<file path="config.mk">
export PLATFORM = sky130hd
export DESIGN_NAME = fetch_unit
export DESIGN_NICKNAME = d
export VERILOG_FILES = /design/src/rtl/if_pkg.sv /design/src/rtl/fetch_buffer.sv /design/src/rtl/fetch_unit.sv
export SDC_FILE = /design/constraint.sdc
export NUM_CORES = 1
export LEC_CHECK = 0
export CORE_ASPECT_RATIO = 1.75
export CORE_MARGIN = 1.5
export CORE_UTILIZATION = 53
export DETAILED_ROUTE_END_ITERATION = 8
export GPL_TIMING_DRIVEN = 1
export PLACE_DENSITY_LB_ADDON = 0.2
export SLEW_MARGIN = 20
export SYNTH_ARGS = -nofsm -noshare
export SYNTH_HDL_FRONTEND = slang
export SYNTH_HIERARCHICAL = 1
export SYNTH_SLANG_ARGS = --single-unit
</file>
<file path="constraint.sdc">
create_clock -name clk -period 7.4 [get_ports clk]
set_clock_uncertainty 0.1 [all_clocks]
set_input_delay 1.11 -clock clk [delete_from_list [all_inputs] [get_ports clk]]
set_output_delay 1.11 -clock clk [all_outputs]
set_load 0.02 [all_outputs]
</file>
<file path="src/rtl/if_pkg.sv">
// Shared types and constants for the instruction-fetch stage.
package if_pkg;

   typedef enum logic {
      REQ,
      DRAIN
   } fetch_state_t;

   localparam logic [31:0] BUBBLE_INSTR     = 32'h0;
   localparam logic [31:0] PC_STEP          = 32'd4;
   localparam logic [31:0] DEFAULT_RESET_PC = 32'h0000_0000;

endpackage

</file>
<file path="src/rtl/fetch_buffer.sv">
// One-entry holding register between instruction memory and IF/ID.
// Priority per edge: clear > load > consume.
module fetch_buffer
   import if_pkg::*;
(
   input  logic        clk,
   input  logic        reset,
   input  logic        load,
   input  logic        consume,
   input  logic        clear,
   input  logic [31:0] load_instr,
   input  logic [31:0] load_pc_plus4,
   output logic        buf_valid,
   output logic [31:0] pc_plus4_o,
   output logic [31:0] instr_o
);

   always_ff @(posedge clk or posedge reset) begin
      if (reset) begin
         buf_valid  <= 1'b0;
         pc_plus4_o <= '0;
         instr_o    <= BUBBLE_INSTR;
      end else if (clear) begin
         buf_valid <= 1'b0;
      end else if (load) begin
         buf_valid  <= 1'b1;
         pc_plus4_o <= load_pc_plus4;
         instr_o    <= load_instr;
      end else if (consume) begin
         buf_valid <= 1'b0;
      end
   end

endmodule

</file>
<file path="src/rtl/fetch_unit.sv">
// Instruction-fetch stage: owns the PC, talks to imem over req/ready and feeds IF/ID.
// Optional performance counters are enabled by defining IF_PERF_CNT_EN.
module fetch_unit
   import if_pkg::*;
#(
   parameter logic [31:0] RESET_PC = DEFAULT_RESET_PC
)(
   input  logic        clk,
   input  logic        reset,
   input  logic        stall_i,
   input  logic        branch_taken_i,
   input  logic [31:0] branch_target_i,
   output logic        imem_req_o,
   output logic [31:0] imem_addr_o,
   input  logic        imem_ready_i,
   input  logic [31:0] imem_rdata_i,
   output logic [31:0] pc_plus4_o,
   output logic [31:0] instr_o,
`ifdef IF_PERF_CNT_EN
   output logic [31:0] fetch_cnt_o,
   output logic [31:0] stall_cnt_o,
   output logic [31:0] redirect_cnt_o,
`endif
   output logic        if_flush_o
);

   fetch_state_t state_q, state_d;
   logic [31:0]  pc_q;
   logic [31:0]  req_addr_q;
   logic         buf_valid;
   logic         consume;
   logic         load;

   assign consume    = buf_valid & ~stall_i & ~branch_taken_i;
   assign load       = (state_q == REQ) & imem_req_o & imem_ready_i & ~branch_taken_i;
   assign if_flush_o = branch_taken_i | (~buf_valid & ~stall_i);

   always_ff @(posedge clk or posedge reset) begin
      if (reset) state_q <= REQ;
      else       state_q <= state_d;
   end

   // A redirect with the request still in flight must wait out the stale response.
   always_comb begin
      state_d = state_q;
      case (state_q)
         REQ:     if (branch_taken_i & imem_req_o & ~imem_ready_i) state_d = DRAIN;
         DRAIN:   if (imem_ready_i) state_d = REQ;
         default: state_d = REQ;
      endcase
   end

   always_comb begin
      imem_req_o  = 1'b0;
      imem_addr_o = pc_q;
      case (state_q)
         REQ: begin
            imem_req_o  = ~buf_valid | consume;
            imem_addr_o = pc_q;
         end
         DRAIN: begin
            imem_req_o  = 1'b1;
            imem_addr_o = req_addr_q;
         end
         default: ;
      endcase
   end

   always_ff @(posedge clk or posedge reset) begin
      if (reset) begin
         pc_q       <= {RESET_PC[31:2], 2'b00};
         req_addr_q <= {RESET_PC[31:2], 2'b00};
      end else begin
         if (branch_taken_i) pc_q <= {branch_target_i[31:2], 2'b00};
         else if (load)      pc_q <= pc_q + PC_STEP;
         if (state_q == REQ) req_addr_q <= pc_q;
      end
   end

   fetch_buffer u_buf (
      .clk           (clk),
      .reset         (reset),
      .load          (load),
      .consume       (consume),
      .clear         (branch_taken_i),
      .load_instr    (imem_rdata_i),
      .load_pc_plus4 (imem_addr_o + PC_STEP),
      .buf_valid     (buf_valid),
      .pc_plus4_o    (pc_plus4_o),
      .instr_o       (instr_o)
   );

`ifdef IF_PERF_CNT_EN
   always_ff @(posedge clk or posedge reset) begin
      if (reset) begin
         fetch_cnt_o    <= '0;
         stall_cnt_o    <= '0;
         redirect_cnt_o <= '0;
      end else begin
         if (consume)               fetch_cnt_o    <= fetch_cnt_o + 32'd1;
         if (stall_i & buf_valid)   stall_cnt_o    <= stall_cnt_o + 32'd1;
         if (branch_taken_i)        redirect_cnt_o <= redirect_cnt_o + 32'd1;
      end
   end
`endif

endmodule

</file>
Word-level counts from Yosys, hierarchy flattened
Index checks and enable logic that the tools add are counted.
{"block": "totals", "mem_bits_rw": 0, "input_bits": 69, "out_inout_bits": 98, "memories": 0, "ff_bits": 130, "rom_bits": 0, "latch_bits": 0, "word_cells": 36}
{"block": "classes", "shifts": 0, "mul": 0, "div": 0, "bitwise_logic": 15, "reduce_logical": 3, "muxes": 10, "magnitude_cmp": 0, "addsub": 2, "n_eq_ne": 0}
{"operator": "adder 32 x 3 -> 32 bit (second input constant)", "n": 2}
{"operator": "2-to-1 mux 32 bit", "n": 2}
{"operator": "case mux 32 bit (2 select lines)", "n": 1}
{"operator": "bitwise AND 1 bit", "n": 8}
{"operator": "2-to-1 mux 1 bit", "n": 5}
{"operator": "NOT 1 bit", "n": 5}
{"operator": "case mux 1 bit (2 select lines)", "n": 2}
{"operator": "nonzero test 3 bit", "n": 1}
{"operator": "OR 1 bit", "n": 2}
{"operator": "AND reduction 2 bit", "n": 1}
{"operator": "nonzero test 2 bit", "n": 1}

Logic depth before layout (Yosys ltp)
{"block": "depth", "ltp_word": 10, "mapped_depth": 13, "ltp_nobuf": 8}

Hierarchy
Netlist, hierarchy kept.
{"module": "fetch_unit", "cells_each": 397, "area_each_um2": 3726.1, "seq_area_each_um2": 1526.5, "instances": 1}
{"module": "fetch_buffer", "cells_each": 141, "area_each_um2": 2745.1, "seq_area_each_um2": 1626.6, "instances": 1}

Worst setup path before layout
OpenSTA, ideal clock, no wires.
{"block": "synth_timing", "path_type": "input to output", "start": "input port branch_taken_i", "end": "output port if_flush_o", "slack_ns": 4.162, "t_arrival_ns": 2.028, "cell_stages": 4, "path_cell_list": "buf_6 > clkbuf_1 > clkbuf_1 > o21bai_1"}
{"block": "synth_via", "elab_chain_cells": 1}
{"element": "start: declaration", "line": "fetch_unit.sv:11", "rtl": "input logic branch_taken_i,"}
{"element": "OR 1 bit", "line": "fetch_unit.sv:36", "rtl": "assign if_flush_o = branch_taken_i | (~buf_valid & ~stall_i);"}
{"element": "end: declaration", "line": "fetch_unit.sv:24", "rtl": "output logic if_flush_o"}
No other way between the ends.

Final worst setup path
{"block": "layout_timing", "start": "input port imem_ready_i", "end": "register u_buf.instr_o[21]"}
{"block": "layout_via", "elab_chain_cells": 3}
{"element": "start: declaration", "line": "fetch_unit.sv:15", "rtl": "input logic imem_ready_i,"}
{"element": "bitwise AND 1 bit (2 in series)", "line": "fetch_unit.sv:35", "rtl": "assign load = (state_q == REQ) & imem_req_o & imem_ready_i & ~branch_taken_i;"}
{"element": "named net load", "line": "fetch_unit.sv:32", "rtl": "logic load;"}
{"element": "AND reduction 2 bit (no line)"}
{"element": "end signal: assignment", "line": "fetch_buffer.sv:28", "rtl": "instr_o <= load_instr;"}
{"element": "end: declaration", "line": "fetch_buffer.sv:15", "rtl": "output logic [31:0] instr_o"}
The timed path passes the listed nets, and every way through them passes these cells.
A chain may end at the register's enable or synchronous reset.

==> run_results.csv <==
group,metric,value,unit
synthesis,netlist_instances,538,
pwr,p_per_area,298.5,nW/um^2
route,dr_wl_met3,1.119,mm
clocking,clockBufferDepth,2,
clocking,htree_levels,4,
pwr,ir_drop,0.2482,mV
floorplan,dieHeight,149.2,um
sta,fin_hold_ws,0.4080,ns
place,portBuffers,162,
route,final_antenna_net_count,0,
run,max-cap-violations,0,
floorplan,core-area,11940,sq um
sta,final_hold_viol_count,0,
floorplan,start_util,54.21,%
cells_and_area,synthToLayoutAreaGrowth,33.02,%
global_route,grt_usage,25.28,%
worst_setup_path,crit_type,"input port to flop",
global_route,antenna_found_initial,0,
route,drc,0,
synthesis,yosysUniqueCellTypes,57,
sta,slew_violations,0,
sta,fin_crit_sh,55.84,%
synthesis,ys_seq_elements,126,
place,hpwl,10.78,mm
clocking,post-cts-setup-buffer-count,0,
sta,slew_headroom,30.16,%
synthesis,ys_warn_count,6,
floorplan,rows,53,
sta,setup_viol_count_final,0,
worst_setup_path,r2r_setup_slack,3.55,ns
route,firstDrtPassIters,4,
route,m1WireLength,6.192,mm
pwr,p_switching,0.8014,mW
floorplan,die_w,86.53,um
pwr,pwr-share-seq,36.8,%
sta,worst_slack,3.268,ns
clocking,cts_hold_buf,0,
clocking,cts_tree,"yes",
sta,tightest_slew,1.044,ns
place,place_congestion,0.8797,
clocking,cts_resized,0,
sta,tns,0,ns
synthesis,syn_area_per_cell,12.03,sq um
cells_and_area,drive_gt1_share,19.66,%
pwr,combPwrFrac,31.1,%
global_route,grt.overflow.total,0,
global_route,grt_pass1_wl,25.17,mm
hold_path,hold_class,"flop to flop",
pwr,swShare,31.19,%
synthesis,synth_seq_area_share,48.72,%
pwr,p_leak,3.607,nW
hold_path,min_delay_path_depth,1,
outcome,status,"finished clean",
route,top_layer,"met4",
worst_setup_path,cp-end-kind,"flop",
route,routed_wl,15.30,mm
sta,fmax,0.2420,GHz
clocking,cts-root-buf,"clkbuf_16",
global_route,grt_max_degree,67,
clocking,clkLatencyLatePin,0.41,ns
place,dpl_cell_area,8020,sq um
synthesis,synth_top_cell_by_area,"dfrtp_1",
cells_and_area,final_nets,766,
worst_setup_path,cp.arrival,4.32,ns
cells_and_area,post-route-cell-area,8608,sq um
worst_setup_path,required,7.59,ns
worst_setup_path,cp-start-kind,"input port",
clocking,cts_num_sinks,126,
place,post-place-ws,2.891,ns
floorplan,ios,167,
pwr,pwr-share-clk,32.1,%
route,avgViaCountPerCell,5.547,
cells_and_area,fillers,834,
clocking,clk_pin_slew_worst_paths,0.06,ns
route,drtIter0Drc,231,
route,via_count,4682,
sta,rsz0062_at_grt,"false",
synthesis,synthTopCellsByArea,"dfrtp_1 49%, mux2_4 14%, mux2_2 4.7%",
synthesis,synth_top_area_share,48.72,%
pwr,p_int,1.768,mW
worst_setup_path,worstRegToRegCells,6,
sta,period_needed,4.132,ns
clocking,cts_buffers,17,
route,wl_per_cell,18.12,um
route,route.met2.wl,7.475,mm
worst_setup_path,cp_max_fo,39,
cells_and_area,n_antenna_cell,0,
floorplan,dieArea,12910,sq um
global_route,grt_pass1_vias,4963,
synthesis,synth_area,6471,sq um
cells_and_area,final_util,72.12,%
==> registers in the layout (all words and copies together) (netlist names) <==
signal / cells
u_buf/instr_o: 32
u_buf/pc_plus4_o: 32
pc_q: 30
req_addr_q: 30
state_q: 1
u_buf/buf_valid: 1
==> layer usage <==
| layer | vias to the layer above | global-route usage [%] |
|---|---|---|
| met5 | - | 0 |
| met4 | 0 | 11.13 |
| met3 | 32 | 8.522 |
| met2 | 184 | 40.08 |
| met1 | 2266 | 31.16 |
| li1 | 2200 | - |
==> synthesized netlist by cell type, drive strengths merged <==
library cell  instances
nand2                54
nand2b                4
a31oi                 2
or3                   1
nor2                 17
or2                   1
clkbuf               13
a21boi                3
and2                  2
buf                  18
inv                  16
a211oi                3
o21bai                1
xnor2                17
conb                  1
nand3                20
nand3b                3
nand4b                4
o21ai                34
nor3                  6
and3                  3
a22oi                 1
mux2                 87
a222oi                1
a21oi                 9
nor4                  5
dfrtp               126
nor3b                 4
xor2                 30
nand4                27
a221o                 1
nor2b                 6
o22ai                 1
o311ai                3
ha                    2
o22a                  2
o21a                  1
a21o                  1
o2bb2ai               1
mux2i                 6
a32oi                 1
==> cell type report <==
class / count / area (sq um) / share of cell area, %
tap: 137 / 171.4 / 1.991
sequential: 126 / 3157 / 36.67
multi-input combinational: 368 / 2988 / 34.71
inverter: 16 / 60.06 / 0.6977
clock inverter: 14 / 160.2 / 1.860
clock buffer: 17 / 425.4 / 4.942
timing repair buffer: 166 / 1647 / 19.13
==> path summary, 6_finish.rpt <==
path                                           to              start
max in group asynchronous                 state_q              reset
worst max register to register  u_buf/instr_o[21]            state_q
worst min-delay path            u_buf/instr_o[24]  u_buf/instr_o[24]
min in group asynchronous           req_addr_q[4]              reset
worst min register to register  u_buf/instr_o[24]  u_buf/instr_o[24]
worst max-delay path            u_buf/instr_o[21]       imem_ready_i
==> power by group through the flow <==
stage	clock, mW	combinational, mW	sequential [mW]
after global placement	0	0.786	0.947
after detailed placement	0	0.798	0.952
after floorplan	0	0.335	1.05
after CTS	0.837	0.806	0.946
after global routing	0.873	0.846	0.967
final	0.824	0.800	0.946
==> critical path, cell delays in order <==
cell and delay [ns]:
clkdlybuf4s50_1 0.49, nand2b_1 0.18, a21o_1 0.26, nor2_1 0.25
nor2b_4 0.89, buf_4 0.70, mux2_2 0.41
==> logic make-up after synthesis <==
family | count (synthesis) | synth area share, %
flops | 126 | 48.72
buf+inv | 47 | 5.278
xor+xnor | 47 | 6.361
fa+ha+maj | 2 | 0.3866
mux | 93 | 19.55
simple gates | 157 | 13.40
compound gates | 65 | 6.246
other cells | 1 | 0.05795
==> per-stage QoR <==
step | power [mW] | instances
floorplan | 1.386 | 541
detailed placement | 1.751 | 813
global route | 2.686 | 844
global placement | 1.733 | 813
CTS | 2.589 | 844
finish | 2.570 | 844
==> placed cells by master (no fill, tap or decap), types with 2 or more instances in the layout <==
cell | synthesis | layout
nand3_1 | 18 | 18
nor2b_1 | 5 | 5
nand2_1 | 54 | 54
nor4_1 | 3 | 3
and2_1 | 2 | 2
o21ai_0 | 34 | 34
inv_2 | 0 | 2
inv_6 | 0 | 5
mux2_4 | 60 | 60
nor3b_2 | 2 | 2
nand3_2 | 2 | 2
nor4_4 | 2 | 2
bufinv_16 | 0 | 2
inv_1 | 16 | 14
a31oi_1 | 2 | 2
xor2_1 | 30 | 30
ha_1 | 2 | 2
o311ai_0 | 3 | 3
clkinv_4 | 0 | 3
mux2_2 | 27 | 27
o22a_1 | 2 | 2
clkinvlp_4 | 0 | 4
nor3b_1 | 2 | 2
a21boi_0 | 3 | 3
buf_4 | 2 | 4
nand4_1 | 26 | 26
nor3_1 | 6 | 6
nand4b_1 | 4 | 4
clkdlybuf4s50_1 | 0 | 161
conb_1 | 1 | 4
nand2b_1 | 4 | 4
xnor2_1 | 17 | 17
a21oi_1 | 8 | 8
nor2_1 | 17 | 17
mux2i_1 | 6 | 6
a211oi_2 | 2 | 2
nand3b_1 | 2 | 2
dfrtp_1 | 126 | 125
clkbuf_16 | 0 | 17
and3_1 | 3 | 3
Note: power is estimated with default switching activity, not from simulation.
